File: config.mk
export PLATFORM = sky130hd
export DESIGN_NAME = ysyx_22050854_pc_gen_flat
export DESIGN_NICKNAME = d
export VERILOG_FILES = /design/src/rtl/ysyx_22050854_pc_gen_if.sv /design/src/rtl/ysyx_22050854_pc_gen.sv /design/src/flat_wrapper.sv
export SDC_FILE = /design/constraint.sdc
export NUM_CORES = 2
export LEC_CHECK = 0
export ABC_CLOCK_PERIOD_IN_PS = 5400
export CORE_ASPECT_RATIO = 0.75
export CORE_MARGIN = 5
export CORE_UTILIZATION = 40
export DETAILED_ROUTE_END_ITERATION = 8
export SLEW_MARGIN = 20
export SYNTH_ARGS = -nofsm -noshare
export SYNTH_HDL_FRONTEND = slang
export SYNTH_SLANG_ARGS = --single-unit
File: constraint.sdc
create_clock -name clk -period 5.4 [get_ports clk]
set_clock_uncertainty 0.2 [all_clocks]
set_input_delay 0.81 -clock clk [delete_from_list [all_inputs] [get_ports clk]]
set_output_delay 0.81 -clock clk [all_outputs]
set_load 0.1 [all_outputs]
File: src/rtl/ysyx_22050854_pc_gen_if.sv
// Fetch/resolve bus between the PC generator and the pipeline.
// master = PC generator, slave = fetch consumer / execute stage.
interface ysyx_22050854_pc_gen_if #(
  parameter int XLEN = 64,
  parameter int PC_W = 32
);
  logic            fetch_valid;
  logic            fetch_ready;
  logic [PC_W-1:0] fetch_pc;
  logic            fetch_pred_taken;
  logic [PC_W-1:0] fetch_pred_target;

  logic            res_valid;
  logic [1:0]      res_kind;
  logic [2:0]      res_cond;
  logic [PC_W-1:0] res_pc;
  logic [PC_W-1:0] res_imm;
  logic [XLEN-1:0] res_src1;
  logic [XLEN-1:0] res_src2;
  logic            res_pred_taken;
  logic [PC_W-1:0] res_pred_target;

  modport master (
    output fetch_valid, fetch_pc, fetch_pred_taken, fetch_pred_target,
    input  fetch_ready,
    input  res_valid, res_kind, res_cond, res_pc, res_imm,
    input  res_src1, res_src2, res_pred_taken, res_pred_target
  );

  modport slave (
    input  fetch_valid, fetch_pc, fetch_pred_taken, fetch_pred_target,
    output fetch_ready,
    output res_valid, res_kind, res_cond, res_pc, res_imm,
    output res_src1, res_src2, res_pred_taken, res_pred_target
  );
endinterface

File: src/rtl/ysyx_22050854_pc_gen.sv
// PC generator: sequential/predicted fetch, branch resolution with redirect,
// direct-mapped BTB with 2-bit counters, misprediction counter.
module ysyx_22050854_pc_gen #(
  parameter int              XLEN      = 64,
  parameter int              PC_W      = 32,
  parameter logic [PC_W-1:0] RESET_VEC = PC_W'(32'h8000_0000),
  parameter int              BTB_DEPTH = 8
) (
  input  logic            clk,
  input  logic            rst,
  input  logic            stall,
  input  logic            csr_redirect,
  input  logic [PC_W-1:0] csr_pc,
  output logic            flush,
  output logic [31:0]     mispredict_cnt,
  ysyx_22050854_pc_gen_if.master fb
);
  localparam int IDX_W = $clog2(BTB_DEPTH);
  localparam int TAG_W = PC_W - 2 - IDX_W;

  typedef enum logic {S_RESET, S_RUN} state_e;

  typedef struct packed {
    logic             valid;
    logic [TAG_W-1:0] tag;
    logic [PC_W-1:0]  target;
    logic [1:0]       ctr;
  } btb_entry_t;

  state_e          state_q, state_d;
  logic [PC_W-1:0] pc_q, pc_d;
  btb_entry_t      btb_q [BTB_DEPTH];

  // ---- fetch-side lookup (reads registered contents: pre-update view)
  logic [IDX_W-1:0] f_idx;
  btb_entry_t       f_ent;
  logic             f_hit, f_pred_taken, f_valid, fire;
  logic [PC_W-1:0]  f_pred_target;

  assign f_idx         = pc_q[2 +: IDX_W];
  assign f_ent         = btb_q[f_idx];
  assign f_hit         = f_ent.valid && (f_ent.tag == pc_q[PC_W-1:2+IDX_W]);
  assign f_pred_taken  = f_hit && f_ent.ctr[1];
  assign f_pred_target = f_pred_taken ? f_ent.target : pc_q + PC_W'(4);

  assign fb.fetch_pc          = pc_q;
  assign fb.fetch_pred_taken  = f_pred_taken;
  assign fb.fetch_pred_target = f_pred_target;
  assign fb.fetch_valid       = f_valid;

  // ---- resolution
  logic            res_ok, cond_true, act_taken, mispredict, is_jalr;
  logic [PC_W-1:0] jalr_sum, act_target, correct_pc;

  assign res_ok  = fb.res_valid && (fb.res_kind != 2'b11);
  assign is_jalr = (fb.res_kind == 2'b10);

  always_comb begin
    cond_true = 1'b0;
    case (fb.res_cond)
      3'b000:  cond_true = (fb.res_src1 == fb.res_src2);
      3'b001:  cond_true = (fb.res_src1 != fb.res_src2);
      3'b100:  cond_true = ($signed(fb.res_src1) <  $signed(fb.res_src2));
      3'b101:  cond_true = ($signed(fb.res_src1) >= $signed(fb.res_src2));
      3'b110:  cond_true = (fb.res_src1 <  fb.res_src2);
      3'b111:  cond_true = (fb.res_src1 >= fb.res_src2);
      default: cond_true = 1'b0;
    endcase
  end

  assign act_taken  = (fb.res_kind == 2'b00) ? cond_true : 1'b1;
  assign jalr_sum   = fb.res_src1[PC_W-1:0] + fb.res_imm;
  assign act_target = is_jalr ? {jalr_sum[PC_W-1:1], 1'b0} : fb.res_pc + fb.res_imm;
  assign correct_pc = act_taken ? act_target : fb.res_pc + PC_W'(4);
  assign mispredict = res_ok && ((act_taken != fb.res_pred_taken) ||
                                 (act_taken && (act_target != fb.res_pred_target)));
  assign flush      = csr_redirect || mispredict;

  // ---- FSM / next PC
  always_comb begin
    state_d = state_q;
    f_valid = 1'b0;
    case (state_q)
      S_RESET: begin
        if (!rst) state_d = S_RUN;
      end
      S_RUN: begin
        f_valid = !stall && !flush;
        if (rst) state_d = S_RESET;
      end
      default: state_d = S_RESET;
    endcase
  end

  assign fire = f_valid && fb.fetch_ready;

  // Redirects bypass stall; reset overrides everything.
  always_comb begin
    pc_d = pc_q;
    if (rst)               pc_d = RESET_VEC;
    else if (csr_redirect) pc_d = csr_pc;
    else if (mispredict)   pc_d = correct_pc;
    else if (fire)         pc_d = f_pred_target;
  end

  always_ff @(posedge clk) begin
    if (rst) begin
      state_q        <= S_RESET;
      pc_q           <= RESET_VEC;
      mispredict_cnt <= '0;
    end else begin
      state_q <= state_d;
      pc_q    <= pc_d;
      if (mispredict) mispredict_cnt <= mispredict_cnt + 32'd1;
    end
  end

  // ---- BTB training
  logic [IDX_W-1:0] r_idx;
  btb_entry_t       r_ent, upd_ent;
  logic             r_hit, upd_en;

  assign r_idx = fb.res_pc[2 +: IDX_W];
  assign r_ent = btb_q[r_idx];
  assign r_hit = r_ent.valid && (r_ent.tag == fb.res_pc[PC_W-1:2+IDX_W]);

  always_comb begin
    upd_ent = r_ent;
    upd_en  = 1'b0;
    if (res_ok) begin
      if (act_taken) begin
        upd_en         = 1'b1;
        upd_ent.valid  = 1'b1;
        upd_ent.tag    = fb.res_pc[PC_W-1:2+IDX_W];
        upd_ent.target = act_target;
        if (!r_hit)                 upd_ent.ctr = 2'd2;
        else if (r_ent.ctr != 2'd3) upd_ent.ctr = r_ent.ctr + 2'd1;
      end else if (r_hit && (r_ent.ctr != 2'd0)) begin
        upd_en      = 1'b1;
        upd_ent.ctr = r_ent.ctr - 2'd1;
      end
    end
  end

  always_ff @(posedge clk) begin
    if (rst) begin
      for (int i = 0; i < BTB_DEPTH; i++) btb_q[i] <= '0;
    end else if (upd_en) begin
      btb_q[r_idx] <= upd_ent;
    end
  end
endmodule

File: src/flat_wrapper.sv
// flat-port wrapper written by rule: the top's interface ports become plain ports
module ysyx_22050854_pc_gen_flat 
#(
  parameter int              XLEN      = 64,
  parameter int              PC_W      = 32,
  parameter logic [PC_W-1:0] RESET_VEC = PC_W'(32'h8000_0000),
  parameter int              BTB_DEPTH = 8
)
  (clk, rst, stall, csr_redirect, csr_pc, flush, mispredict_cnt, fb_fetch_valid, fb_fetch_pc, fb_fetch_pred_taken, fb_fetch_pred_target, fb_fetch_ready, fb_res_valid, fb_res_kind, fb_res_cond, fb_res_pc, fb_res_imm, fb_res_src1, fb_res_src2, fb_res_pred_taken, fb_res_pred_target);
  ysyx_22050854_pc_gen_if #(.XLEN(XLEN), .PC_W(PC_W)) fb_i ();
  input  logic clk;
  input  logic rst;
  input  logic stall;
  input  logic csr_redirect;
  input  logic [PC_W-1:0] csr_pc;
  output logic flush;
  output logic [31:0] mispredict_cnt;
  output wire logic [$bits(fb_i.fetch_valid)-1:0] fb_fetch_valid;
  output wire logic [$bits(fb_i.fetch_pc)-1:0] fb_fetch_pc;
  output wire logic [$bits(fb_i.fetch_pred_taken)-1:0] fb_fetch_pred_taken;
  output wire logic [$bits(fb_i.fetch_pred_target)-1:0] fb_fetch_pred_target;
  input wire logic [$bits(fb_i.fetch_ready)-1:0] fb_fetch_ready;
  input wire logic [$bits(fb_i.res_valid)-1:0] fb_res_valid;
  input wire logic [$bits(fb_i.res_kind)-1:0] fb_res_kind;
  input wire logic [$bits(fb_i.res_cond)-1:0] fb_res_cond;
  input wire logic [$bits(fb_i.res_pc)-1:0] fb_res_pc;
  input wire logic [$bits(fb_i.res_imm)-1:0] fb_res_imm;
  input wire logic [$bits(fb_i.res_src1)-1:0] fb_res_src1;
  input wire logic [$bits(fb_i.res_src2)-1:0] fb_res_src2;
  input wire logic [$bits(fb_i.res_pred_taken)-1:0] fb_res_pred_taken;
  input wire logic [$bits(fb_i.res_pred_target)-1:0] fb_res_pred_target;
  assign fb_fetch_valid = fb_i.fetch_valid;
  assign fb_fetch_pc = fb_i.fetch_pc;
  assign fb_fetch_pred_taken = fb_i.fetch_pred_taken;
  assign fb_fetch_pred_target = fb_i.fetch_pred_target;
  assign fb_i.fetch_ready = fb_fetch_ready;
  assign fb_i.res_valid = fb_res_valid;
  assign fb_i.res_kind = fb_res_kind;
  assign fb_i.res_cond = fb_res_cond;
  assign fb_i.res_pc = fb_res_pc;
  assign fb_i.res_imm = fb_res_imm;
  assign fb_i.res_src1 = fb_res_src1;
  assign fb_i.res_src2 = fb_res_src2;
  assign fb_i.res_pred_taken = fb_res_pred_taken;
  assign fb_i.res_pred_target = fb_res_pred_target;
  ysyx_22050854_pc_gen #(.XLEN(XLEN), .PC_W(PC_W), .RESET_VEC(RESET_VEC), .BTB_DEPTH(BTB_DEPTH)) u_core (.clk(clk), .rst(rst), .stall(stall), .csr_redirect(csr_redirect), .csr_pc(csr_pc), .flush(flush), .mispredict_cnt(mispredict_cnt), .fb(fb_i));
endmodule
==> results_dict.tcl <==
set metrics [dict create \
    criticalPathCategory "primary input to primary output" \
    crit_family "simple AND/OR/NAND/NOR gates" \
    maxSlewViolCount 0 \
    synth.ff_latch_count 564 \
    tritoncts_clock_tree "done" \
    num-nets-final 5016 \
    synth_compound_area_frac 0.1302 \
    path_clk_slew_ns 0.06 \
    synth_simple_gate_area_frac 0.1687 \
    postRouteAntennaNets 0 \
    postLayoutCellArea_um2 52340 \
    synth_top_area_cell "sky130_fd_sc_hd__edfxtp_1" \
    worst-r2r-setup-slack_ns 0.80 \
    pin_count_of_the_biggest_net_entering_global_routing 47 \
    critPathArrivalTime_ns 4.48 \
    synth.yosys.seq_area_share 0.4309 \
    worstRegToRegCells 17 \
    grt_first_pass_wirelength_um 241400 \
    finalNonFillerCells 5900 \
    drc 0 \
    worstHoldStart "u_core.mispredict_cnt[1]$_SDFFE_PP0N_" \
    io_buffer_count 366 \
    post_synth_inst_count 3698 \
    cts_hold_buf 0 \
    via_per_inst 6.245 \
    clock_h_tree_levels 2 \
    timing.hold.ws_ns 0.3084 \
    die_height_um 276.0 \
    place_hpwl_um 125600 \
    setup.worst_path.end_class "primary output" \
    cp_max_fo 3 \
    wl_per_cell_um 29.10 \
    status "complete, but fails checks" \
    layout-drive-gt1-share 0.3078 \
    min_path_type "register to register" \
    grt_antenna_before_repair 11 \
    place_ws_ns -0.8602 \
    synthTopCellsByArea "sky130_fd_sc_hd__edfxtp_1 (39%), sky130_fd_sc_hd__mux4_2 (8.2%), sky130_fd_sc_hd__nor2_1 (6.8%), sky130_fd_sc_hd__ha_1 (4.3%), sky130_fd_sc_hd__dfxtp_1 (3.6%)" \
    synth.cells.most_frequent "sky130_fd_sc_hd__nor2_1 (685), sky130_fd_sc_hd__edfxtp_1 (496), sky130_fd_sc_hd__nand2_1 (244), sky130_fd_sc_hd__a21oi_1 (181), sky130_fd_sc_hd__mux4_2 (137)" \
    synth.mux.area_fraction 0.1374 \
    placed_area_um2 48250 \
    drt-initial-drc-count 5636 \
    worst_slew_margin_rel 0.1999 \
    netlist-cell-type-count 101 \
    post-route-period-util 1.017 \
    cts_max_path_bufs 3 \
    synth.yosys.warnings 0 \
    placed_cells 5729 \
    peakVddDrop_mv 0.2806 \
    timing.hold.worst_endpoint "u_core.mispredict_cnt[1]$_SDFFE_PP0N_" \
    synth_xor_area_frac 0.04772 \
    grt_pass1_vias 34320 \
    worst-slew-pin-transition_ns 1.196 \
    grt_setup_unrepaired "true" \
    finalWorstSetupSlack_ns -0.09129 \
    area_growth_syn_to_layout_pct 38.73 \
    drt-met1-wl_um 68970 \
    overflow 0 \
    p_per_area_nw_per_um2 260.9 \
    vias 36840 \
    maxCapViolCount 0 \
    combined_area_of_all_synthesized_cells_um2 37730 \
    synth_top_family_by_area "simple AND/OR/NAND/NOR gates" \
    core_um2 93450 \
    failed_checks "negative setup slack" \
    cp.required_ns 4.39 \
    routed-wl-met3_um 26300 \
    highest-signal-layer "met5" \
    clock_tree.root_cell "sky130_fd_sc_hd__clkbuf_16" \
    drt_first_pass_iters 8 \
    die_area_um2 100600 \
    achievable-frequency_mhz 182.1 \
    mappedNetlistNets 4099 \
    synth.avg_cell_area_um2 10.20 \
    routed_wirelength_um 171700 \
    async_reset_ff_frac 0 \
    timing.final.crit_period_ns 5.491 \
    cts.sinks 564 \
    cp_slowest_cell "sky130_fd_sc_hd__nor4_4" \
    cp_num_buf_inv 6 \
    cpMostUsedCell "sky130_fd_sc_hd__buf_4" \
    critical-path-max-stage-delay_ns 0.33 \
    min_delay_path_depth 2 \
    yosys_most_used_dff "sky130_fd_sc_hd__edfxtp_1" \
    initial_core_util 0.4037 \
    post_synth_fa_ha_maj_area_fraction 0.04450 \
    setup_viol 2 \
    hold_viol 0 \
    finalWeightedCongestion 0.9943 \
    cp-start-kind "primary input" \
    cts-buffers-inserted 54 \
    io-pin-count 367 \
    synth-edff-count 496 \
    leading_cell_type_by_number_of_instances_after_synthesis "sky130_fd_sc_hd__nor2_1" \
    critical_path.cell_chain "dlygate4sd2_1 > inv_2 > ha_4 > nand4_1 > buf_4 > nor4_4 > buf_4 > o21ai_1 > buf_4 > a31oi_4 > nor4_4 > mux2_4 > o211ai_1 > nand3_2 > or2_4 > and2_4 > nand2_4 > nand2_8 > nor3b_4 > buf_12" \
    placementRows 97 \
    track_usage 0.3266 \
    insertion_delay_ns 0.66 \
    horizontal_die_dimension_um 364.6 \
    netlist.area_leader.share 0.3948 \
    dr_wl_met2_um 70200 \
    p_leak_nw 20.59 \
]
## sequential cells by signal, indices dropped and copies added, names as in the netlist, named ones only
register	flops
u_core.mispredict_cnt	32
u_core.btb_q	496
u_core.state_q	1
u_core.fb.fetch_pc	32
## cell usage in the layout, fill, tap and decap left out, drive strengths merged, types with 79 or more instances in the layout
cell	n
a22oi	94
buf	805
ha	131
o21ai	139
clkbuf	93
clkdlybuf4s50	196
mux4	137
nor2	687
a21oi	183
edfxtp	496
xnor2	120
nand2	253
nand4	79
inv	106
nand3	112
mux2i	132
## logic make-up (layout without fill, tap and decap cells)
family,Yosys count,after routing
simple gates,1391,1391
xor+xnor,196,196
flops,564,564
mux,338,338
compound gates,715,715
other cells,0,4
buf+inv,361,1322
fa+ha+maj,133,133
## metal layers
layer	vias up	track usage
li1	15670	-
met1	18080	0.4659
met2	2679	0.4715
met3	410	0.1107
met4	10	0.09617
met5	-	0
## metrics by stage
step	util	power, mW	setup TNS, ns
after floorplan	-	7.268	-3.276
after global placement	0.5163	9.357	-158.97
after detailed placement	0.5163	9.381	-119.43
after CTS	0.5471	13.35	-0.1066
after global routing	0.5600	14.05	-0.5239
final	0.5601	13.66	-0.1083
## repair_timing
action                     CTS  global route
pin swaps                   90            87
buffers inserted            26            41
gates resized for setup    273           286
setup endpoints to repair   32            31
cloned                       0             4
## worst max path at each step
stage	cells after the start	slack [ns]	endpoint	startpoint
floorplan	11	-0.50	fb_fetch_pred_target[0]	register
global placement	19	-0.84	fb_fetch_valid	fb_res_pc[0]
detailed placement	19	-0.86	fb_fetch_valid	fb_res_pc[0]
CTS	20	-0.11	fb_fetch_valid	fb_res_pc[0]
global route	18	-0.18	fb_fetch_valid	fb_res_src1[4]
finish	20	-0.09	fb_fetch_valid	fb_res_src2[14]
## worst reg2reg max path, delay by kind of cell (launching register included)
| kind | cells | cell delay [ns] |
|---|---|---|
| AND/OR/NAND/NOR | 4 | 1.18 |
| flip-flops | 1 | 0.37 |
| buffers and inverters | 6 | 1.10 |
| AO/OA/AOI/OAI | 4 | 0.52 |
| XOR/XNOR | 1 | 0.24 |
| multiplexers | 2 | 0.85 |
## where the power goes
| part | switching [mW] | internal (mW) |
|---|---|---|
| combinational | 2.68 | 1.94 |
| sequential | 0.198 | 4.93 |
| clock | 1.82 | 2.09 |
| total | 4.69 | 8.96 |
## layout make-up
type / instances / area (um^2)
Multi-Input combinational cell: 2773 / 21880
Sequential cell: 564 / 16270
Antenna cell: 4 / 10.01
Timing Repair Buffer: 1117 / 10500
Clock inverter: 38 / 361.6
Fill cell: 7980 / 41110
Tap cell: 1237 / 1548
Inverter: 105 / 394.1
Clock buffer: 62 / 1381
No activity file was read; power rests on OpenSTA's default activity.
